--- src/rtl/fb_swap_ctrl.sv ---
// Double-buffered framebuffer swap controller: routes processor writes to the back bank and
// swaps banks on vsync after a frame-done edge. Define FB_CLEAR_EN to clear the new back bank.
module fb_swap_ctrl #(
  parameter int unsigned ADDR_W      = 17,
  parameter int unsigned PIX_LIMIT   = 76800,
  parameter logic [31:0] CLEAR_COLOR = 32'h0000_0000
) (
  input  logic              clk_clk,
  input  logic              reset_reset_n,
  input  logic              bb_we,
  input  logic [31:0]       din,
  input  logic [31:0]       waddr,
  input  logic              done,
  input  logic              vsync,
  output logic              swap,
  output logic              mem_we,
  output logic [ADDR_W:0]   mem_addr,
  output logic [31:0]       mem_wdata,
  output logic              front_sel,
  output logic [15:0]       drop_cnt
);

`ifdef FB_CLEAR_EN
  typedef enum logic [1:0] {StDraw, StWaitVsync, StClear, StAck} state_e;
  logic [ADDR_W-1:0] clr_cnt;
`else
  typedef enum logic [1:0] {StDraw, StWaitVsync, StAck} state_e;
  logic unused_clear_color;
  assign unused_clear_color = ^CLEAR_COLOR;
`endif

  state_e state;
  logic   done_q, vsync_q;
  logic   done_edge, vsync_edge;
  logic   in_range, wr_ok;

  assign done_edge  = done & ~done_q;
  assign vsync_edge = vsync & ~vsync_q;
  assign in_range   = ({1'b0, waddr[ADDR_W-1:0]} < (ADDR_W+1)'(PIX_LIMIT)) &&
                      ((waddr >> ADDR_W) == 32'd0);
  assign wr_ok      = bb_we && in_range && (state == StDraw);

  always_ff @(posedge clk_clk or negedge reset_reset_n) begin
    if (!reset_reset_n) begin
      state     <= StDraw;
      done_q    <= 1'b0;
      vsync_q   <= 1'b0;
      front_sel <= 1'b0;
      swap      <= 1'b0;
      mem_we    <= 1'b0;
      mem_addr  <= '0;
      mem_wdata <= 32'd0;
      drop_cnt  <= 16'd0;
`ifdef FB_CLEAR_EN
      clr_cnt   <= '0;
`endif
    end else begin
      done_q  <= done;
      vsync_q <= vsync;
      mem_we  <= 1'b0;
      swap    <= 1'b0;
      if (bb_we && !wr_ok && drop_cnt != 16'hFFFF) begin
        drop_cnt <= drop_cnt + 16'd1;
      end
      case (state)
        StDraw: begin
          if (wr_ok) begin
            mem_we    <= 1'b1;
            mem_addr  <= {~front_sel, waddr[ADDR_W-1:0]};
            mem_wdata <= din;
          end
          // Vsync edges here are ignored; the history register still advances, so a vsync
          // coincident with done is not seen again in StWaitVsync.
          if (done_edge) state <= StWaitVsync;
        end
        StWaitVsync: begin
          if (vsync_edge) begin
            front_sel <= ~front_sel;
`ifdef FB_CLEAR_EN
            state     <= StClear;
`else
            state     <= StAck;
`endif
          end
        end
`ifdef FB_CLEAR_EN
        StClear: begin
          // front_sel already holds the new front bank here.
          mem_we    <= 1'b1;
          mem_addr  <= {~front_sel, clr_cnt};
          mem_wdata <= CLEAR_COLOR;
          if (clr_cnt == ADDR_W'(PIX_LIMIT - 1)) begin
            clr_cnt <= '0;
            state   <= StAck;
          end else begin
            clr_cnt <= clr_cnt + 1'b1;
          end
        end
`endif
        StAck: begin
          swap  <= 1'b1;
          state <= StDraw;
        end
        default: state <= StDraw;
      endcase
    end
  end

endmodule
--- config.mk ---
export PLATFORM = sky130hd
export DESIGN_NAME = fb_swap_ctrl
export DESIGN_NICKNAME = d
export VERILOG_FILES = /design/src/rtl/fb_swap_ctrl.sv
export SDC_FILE = /design/constraint.sdc
export NUM_CORES = 1
export LEC_CHECK = 0
export BUFFER_PORTS_ARGS = -buffer_cell sky130_fd_sc_hd__buf_2
export CORE_MARGIN = 4
export CORE_UTILIZATION = 42
export CTS_CLUSTER_SIZE = 14
export DETAILED_ROUTE_END_ITERATION = 12
export PLACE_DENSITY = 0.75
export SYNTH_ARGS = -nofsm -noshare
export SYNTH_HDL_FRONTEND = slang
export SYNTH_SLANG_ARGS = --single-unit
--- constraint.sdc ---
create_clock -name clk_clk -period 2 [get_ports clk_clk]
set_input_delay 0.1 -clock clk_clk [delete_from_list [all_inputs] [get_ports clk_clk]]
set_output_delay 0.1 -clock clk_clk [all_outputs]
set_load 0.05 [all_outputs]
# == Word level (Yosys, flattened, before mapping) ==
# Cells that the tools add are included.
# word_totals
in_bits,69
output_inout_bits,69
romBits,0
n_memories,0
ramBits,0
latch_bits,0
wordCells,38
reg_bits,73
# op_classes
div,0
order_cmp,1
n_bitwise,5
mul,0
n_shift,0
add_sub_neg,1
eq_ne,5
reduce_logical,11
muxes,6
# op_table
cell,n
$logic_not A32 Y1,1
$lt A17 B17 Y1 const B,1
$add A16 B1 Y16 const B,1
$ne A16 B16 Y1 const B,1
$reduce_and A2 Y1,3
$logic_and A1 B1 Y1,5
$mux W2,2
$ne A2 B2 Y1 const B,2
$pmux W2 S2,1
$mux W1,3
$not A1 Y1,3
$and A1 B1 Y1,2
$eq A2 B1 Y1 const B,1
$eq A2 B2 Y1 const B,1
$logic_not A2 Y1,1
$logic_not A1 Y1,1

# == Longest topological paths before layout ==
# Gate-level depths: netlist (run 1).
# depth
word_depth,7
ltp_mapped,7
depth_no_buf,6

# == Worst setup path before layout (run 1) ==
# No wires, ideal clock.
# synth_timing
path_type,reg-to-reg
start,register drop_cnt[0]
end,register drop_cnt[7]
path_buffers,1
period_less_slack_ns,2.359
setup_ns,0.147
required_ns,1.853
setup_slack_ns,-0.359
arrival_time_ns,2.212
path_stages_with_launch,8
path_cell_list,dfrtp_1 -> ha_1 -> nand3_2 -> or4_1 -> o221ai_2 -> buf_6 -> nor2_1 -> xor2_1
# synth_between
elab_chain_cells,2
word_cells_on_any_way,3
classes_between,add/sub (1); eq/ne (1); reduce/logical (1)
# synth_rtl
item,line,source
"start, declared",20,output logic [15:0] drop_cnt
"start signal, assigned",63,drop_cnt <= drop_cnt + 16'd1;
branches (longest 2 deep; another with $add A16 B1 Y16),n/a,
# Several ways; the timed one is not identified.
# A chain may end at the register's enable or synchronous reset.

# == Worst setup path after layout (run 1) ==
# layout_timing
start,register drop_cnt[1]
end,register drop_cnt[1]
# The elaborated chain is that of the path after synthesis.

==> summary.md, run 1 <==
| Metric | Value |
|---|---|
| Outcome | `finished clean` |
| Ys async rst share | `100.0%` |
| Count of non-filler cells in the finished layout | `482` |
| Yosys top cell area share | `62.63%` |
| WP data required | `2.21 ns` |
| Min-delay worst type | `in -> reg` |
| Fin nets | `468` |
| Largest area contributor in the netlist | `dfrtp_1` |
| Worst slew pin tran | `0.7695 ns` |
| N_diodes | `0` |
| PortBufs | `137` |
| Min Tclk post-route | `1.933 ns` |
| Worst Setup Start Kind | `flip-flop` |
| Post-Route WL | `6731 um` |
| H-tree Lvls | `3` |
| Routed Antenna Nets | `0` |
| Clk pin slew, worst setup/hold paths | `0.07 ns` |
| Final hold slack | `0.02127 ns` |
| TritonRoute pass-1 iters | `4` |
| Pwr/cell area | `822.0 nW/um^2` |
| Synth Register Bits | `73` |
| DR vias/cell | `4.772` |
| Worst setup EP type | `flip-flop` |
| Gr usage total | `16.60%` |
| DR DRC count | `0` |
| Largest net degree at the start of global routing | `64` |
| Netlist Area Pre-Place | `2917 um^2` |
| Initial antenna violation count | `0` |
| Syn Area/Cell | `14.30 um^2` |
| Finished layout cell area | `4453 um^2` |
| Primary FF master, synth | `dfrtp_1` |
| Tcrit/Tclk final | `96.66%` |
| Fmax | `0.5173 GHz` |
| Max-cap violations | `0` |
| Io pins | `138` |
| Initial Utilization | `43.17%` |
| P_leak | `2.419 nW` |
| Die area | `8341 um^2` |
| Vias in the first global route | `2383` |
| First-pass GRT wire length | `11180 um` |
| Final Power | `3.660 mW` |
| Post-synthesis sequential area ratio | `62.63%` |
| Warnings, synthesis | `0` |
| Filler instances | `520` |
| Routability cong. | `0.7735` |
| Die Height | `91.33 um` |
| HPWL after DPL | `4669 um` |
| Gate Count Post-Synth | `204` |
| Aggregate global routing overflow | `0` |
| Post-place instance area | `3822 um^2` |
| Clk_lat worst skew | `0.32 ns` |
| Largest cells by area after synthesis | `dfrtp_1 63%, mux2_2 20%, xor2_1 3.6%, nor2_1 1.5%, nor4_1 1.1%` |
| Area delta synth->final | `52.68%` |
| Core ar. | `6756 um^2` |
| Count leader, synth | `dfrtp_1` |
| Synth cell types | `29` |
| Crit Path Max Fanout | `5` |
| Root Driver | `clkbuf_8` |
| Crit path DAT | `2.14 ns` |
| Final core occ | `65.91%` |
| Final Setup Violations | `0` |
| Final setup skew | `0.005901 ns` |
| Post-place setup slack | `0.001681 ns` |
| Maximum clock path buffer count | `2` |
| Drt wl/cell | `13.96 um` |
| Final Hold Fails | `0` |
| Overall via count from detail_route | `2300` |
| Row count | `30` |
| Crit path kind | `reg -> reg` |
| Total CTS buffers | `9` |
| EDFF count, synth | `0` |
| Worst setup margin | `0.06678 ns` |
| RSZ-0062 raised after global routing | `false` |
| Die Wd | `91.33 um` |
| Worst relative slew slack | `48.70%` |
| Placed insts | `425` |
| Synth top cells by count | `73 x dfrtp_1, 51 x mux2_2, 12 x nor2_1, 12 x xor2_1, 6 x nand2_1` |
| CTS tree | `done` |
| Clk sinks | `73` |
| Detailed Route Iter0 Violations | `74` |
| Peak VDD IR | `0.7251 mV` |
| Setup TNS | `0 ns` |
| Max-slew violations | `0` |
| Net count after synthesis | `274` |
| Layout cell share with drive strength beyond 1 | `56.72%` |
[cell type report]
type / count / area [um^2] / area share (%)
clock inverter: 5 / 81.33 / 1.826
timing repair buffer: 189 / 1204 / 27.03
inverter: 2 / 7.507 / 0.1686
sequential: 73 / 1834 / 41.19
multi-input combinational: 123 / 1099 / 24.67
tap: 80 / 100.1 / 2.248
clock buffer: 10 / 127.6 / 2.866
[report_power, final]
group | total (mW) | switching [mW] | internal (mW)
clock network | 1.20 | 0.508 | 0.696
registers | 1.69 | 0.112 | 1.57
logic | 0.769 | 0.475 | 0.295
[layout by cell type, fill, tap and decap left out, types with 2 or more instances in the layout]
cell type,count
a21oi_1,2
buf_12,2
buf_2,136
buf_4,11
bufinv_16,2
clkbuf_8,9
dfrtp_1,67
dfrtp_2,6
dlygate4sd3_1,40
inv_1,2
mux2_2,50
nand2_1,6
nand2b_1,3
nand3_1,5
nand4_1,4
nor2_1,11
nor3_1,3
nor3b_1,3
nor4_1,4
o21ai_0,2
xnor2_1,3
xor2_1,12
[registers in the layout, summed over array words and instances, names as in the netlist]
register,flops
vsync_q,1
mem_we,1
swap,1
front_sel,1
mem_wdata,32
mem_addr,18
done_q,1
drop_cnt,16
state,2
[kinds of logic (layout without fill, tap and decap cells)]
family | Yosys count | after routing | synth area share (%)
flops | 73 | 73 | 62.63
compound gates | 8 | 8 | 2.016
fa+ha+maj | 1 | 1 | 0.4289
mux | 51 | 51 | 19.69
xor+xnor | 15 | 15 | 4.505
buf+inv | 8 | 206 | 1.501
simple gates | 48 | 48 | 9.223
[worst max-delay path: stages, from the launching register on]
cell	delay, ns
dfrtp_2	0.39
ha_4	0.15
nand3_4	0.09
or4_4	0.54
o221ai_4	0.20
buf_4	0.16
mux2_4	0.29
[metal layers]
metal / wire [um] / global-route usage [%] / part of all wire [%] / up-vias
met1: 2823 / 20.51 / 42 / 1096
met5: 0 / 0 / 0 / -
li1: - / - / - / 1107
met4: 111 / 6.658 / 1.6 / 0
met2: 3342 / 27.96 / 50 / 86
met3: 454 / 3.977 / 6.7 / 11
[final timing paths]
path,start,end,slack (ns),cells after the start
setup / recovery,drop_cnt[1],drop_cnt[1],0.07,6
hold / removal,din[28],mem_wdata[28],0.02,2
setup reg to reg,drop_cnt[1],drop_cnt[1],0.07,6
hold reg to reg,front_sel,front_sel,0.50,1
max in group asynchronous,reset_reset_n,mem_addr[8],0.92,3
min in group asynchronous,reset_reset_n,mem_wdata[8],0.37,2
[repair_timing]
action	4_1_cts	5_1_grt
endpoints found under the setup margin	3	50
hold buffers	40	0
resized for setup	0	1
pin swaps	1	0
buffers inserted	2	0
hold endpoints to repair	101	0
(Power assumes the default switching activity.)
==> run 2, diff against run 1 <==
Settings changed: PLACE_DENSITY 0.75 to default, PLACE_DENSITY_LB_ADDON from default to 0.12.
==> run 2 against run 1 <==
Net effect:
- combinational power decreased by 1%
- sequential share of layout area decreased by 1.3 points
- maximum frequency decreased by 0.93%
- worst hold slack improved by 0.085 ns
- worst setup slack got worse by 0.018 ns
- critical path depth unchanged
- cell count increased by 1.7%
- sequential cell count unchanged
- first-iteration DRC count decreased by 9.5%
- clock skew increased by 0.0057 ns
- critical endpoint unchanged
==> summary.md, run 2 (synthesized netlist as in run 1, its figures left out) <==
| Metric | Value |
|---|---|
| Row count | `30 (unchanged)` |
| Largest net degree at the start of global routing | `74 (+16%)` |
| Routability cong. | `0.7000 (-9.5%)` |
| Max-slew violations | `0 (unchanged)` |
| Drt wl/cell | `14.40 um (+3.1%)` |
| Largest regs | `mem_wdata (32), mem_addr (18), drop_cnt (16)` |
| Initial Utilization | `43.17% (unchanged)` |
| First-pass GRT wire length | `11280 um (+0.87%)` |
| DR vias/cell | `4.692 (-1.7%)` |
| Final setup skew | `0.01157 ns (+0.005670 ns)` |
| Clk pin slew, worst setup/hold paths | `0.07 ns (about the same)` |
| R2R depth | `6 (unchanged)` |
| Area delta synth->final | `57.61%` |
| Routed Antenna Nets | `0 (unchanged)` |
| Initial antenna violation count | `0 (unchanged)` |
| Crit path kind | `reg -> reg` |
| TritonRoute pass-1 iters | `4 (unchanged)` |
| Finished layout cell area | `4597 um^2 (+3.2%)` |
| Post-place instance area | `3822 um^2 (unchanged)` |
| Detailed Route Iter0 Violations | `67 (-9.5%)` |
| Io pins | `138 (unchanged)` |
| Pwr/cell area | `835.7 nW/um^2 (+1.7%)` |
| Fin nets | `475 (+1.5%)` |
| Most frequent cells in the layout | `137 x buf_2, 67 x dfrtp_1, 52 x dlygate4sd3_1` |
| Final hold slack | `0.1060 ns (+0.08469 ns)` |
| Total CTS buffers | `9 (unchanged)` |
| Hold worst-path end | `drop_cnt[12]` |
| Fmax | `0.5124 GHz (-0.93%)` |
| HPWL after DPL | `4625 um (-0.94%)` |
| Crit Path Max Fanout | `14 (+9)` |
| Gr usage total | `17.06% (+0.46 points)` |
| Layout cell share with drive strength beyond 1 | `55.12% (-1.6 points)` |
| Min-Delay Startpoint | `bb_we` |
| Placed insts | `422 (-0.71%)` |
| N_diodes | `0 (unchanged)` |
| Vias in the first global route | `2305 (-3.3%)` |
| Outcome | `finished clean` |
| Tcrit/Tclk final | `97.57% (+0.91 points)` |
| DR DRC count | `0 (unchanged)` |
| Final Power | `3.842 mW (+5.0%)` |
| Worst relative slew slack | `72.87% (+24 points)` |
| R2R Path End | `drop_cnt[1]` |
| Top reg by flops | `mem_wdata` |
| Max-cap violations | `0 (unchanged)` |
| H-tree Lvls | `3 (unchanged)` |
| Worst setup EP type | `flip-flop` |
| Clk sinks | `73 (unchanged)` |
| Commonest non-fill, non-tap cell in the layout | `buf_2` |
| Aggregate global routing overflow | `0 (unchanged)` |
| Min Tclk post-route | `1.951 ns (+0.01820 ns)` |
| Setup slack, reg-to-reg | `0.05 ns (-0.02 ns)` |
| Overall via count from detail_route | `2299 (-0.043%)` |
| Peak VDD IR | `0.6777 mV (-6.5%)` |
| Setup TNS | `0 ns (unchanged)` |
| Maximum clock path buffer count | `2 (unchanged)` |
| Final Hold Fails | `0 (unchanged)` |
| Clk_lat worst skew | `0.34 ns (+0.02 ns)` |
| Worst slew pin tran | `0.4033 ns (-0.3662 ns)` |
| Worst Setup Start Kind | `flip-flop` |
| Root Driver | `clkbuf_8` |
| P_leak | `2.477 nW (+2.4%)` |
| Die area | `8341 um^2 (unchanged)` |
| Die Wd | `91.33 um (unchanged)` |
| RSZ-0062 raised after global routing | `false` |
| CTS tree | `done` |
| Die Height | `91.33 um (unchanged)` |
| Post-Route WL | `7054 um (+4.8%)` |
| Core ar. | `6756 um^2 (unchanged)` |
| RR Startpoint | `drop_cnt[1]` |
| WP data required | `2.23 ns (+0.02 ns)` |
| PortBufs | `137 (unchanged)` |
| Max reg flops | `32 (unchanged)` |
| Min-delay worst type | `in -> reg` |
| Final Setup Violations | `0 (unchanged)` |
| Hold path depth | `3 (+1)` |
| Crit path DAT | `2.18 ns (+0.04 ns)` |
| Count of non-filler cells in the finished layout | `490 (+1.7%)` |
-- run 2: changes by cell type in the layout (fill, tap and decap cells not counted), sizes merged --
| cell | previous run | this run |
|---|---|---|
| dlygate4sd3 | 40 | 52 |
| buf | 149 | 144 |
| bufinv | 2 | 3 |
| clkinv | 2 | 3 |
| clkinvlp | 1 | 0 |
-- run 2: what timing repair did --
action                                  4_1_cts  5_1_grt
gates resized for setup                       0        2
hold buffers                                 52        0
hold endpoints to repair                    124        0
buffers inserted                              0        0
endpoints found under the setup margin        0        9
-- run 2: how the worst max path moves through the flow --
stage               cells after the start          end        start
CTS                                     6  drop_cnt[1]  drop_cnt[1]
detailed placement                      6  drop_cnt[1]  drop_cnt[1]
floorplan                               7  drop_cnt[3]  drop_cnt[0]
finish                                  6  drop_cnt[1]  drop_cnt[1]
global route                            6  drop_cnt[1]  drop_cnt[1]
global placement                        6  drop_cnt[1]  drop_cnt[1]
-- run 2: routing by layer --
layer  share of wire (%)  GRT usage [%]  vias to the layer above  wire, um
met5                   0              0                        -         0
met4                 2.0          9.171                        0       139
met3                 7.3          4.557                       14       518
met2                  45          26.00                       94      3187
met1                  45          22.17                     1059      3208
li1                    -              -                     1132         -
-- run 2: metrics by stage --
| stage | setup WS (ns) | utilization [%] |
|---|---|---|
| 2_1_floorplan | -0.07866 | - |
| 3_3_place_gp | 0.07995 | 56.57 |
| 3_5_place_dp | 0.05737 | 56.57 |
| 4_1_cts | 0.04507 | 67.87 |
| 5_1_grt | 0.007109 | 68.04 |
| 6_report | 0.04858 | 68.04 |
-- run 2: power breakdown --
group	switching [mW]	total (mW)	internal (mW)	leakage, nW
Clock	0.537	1.39	0.856	0.126
Sequential	0.114	1.69	1.57	0.987
Combinational	0.462	0.759	0.297	1.36
Total	1.11	3.84	2.73	2.48
-- run 2: area by class of cell --
type | count | area, um^2
clock buffer | 10 | 137.6
fill | 524 | 2160
multi-input combinational | 123 | 1104
sequential | 73 | 1834
tap | 80 | 100.1
timing repair buffer | 196 | 1309
clock inverter | 6 | 105.1
inverter | 2 | 7.507
-- run 2: critical path, cell delays in order, from the launching register on --
cell and delay (ns):
dfrtp_2 0.42, ha_4 0.16, nand3_4 0.09, or4_4 0.54
o221ai_4 0.17, buf_12 0.17, mux2_4 0.29
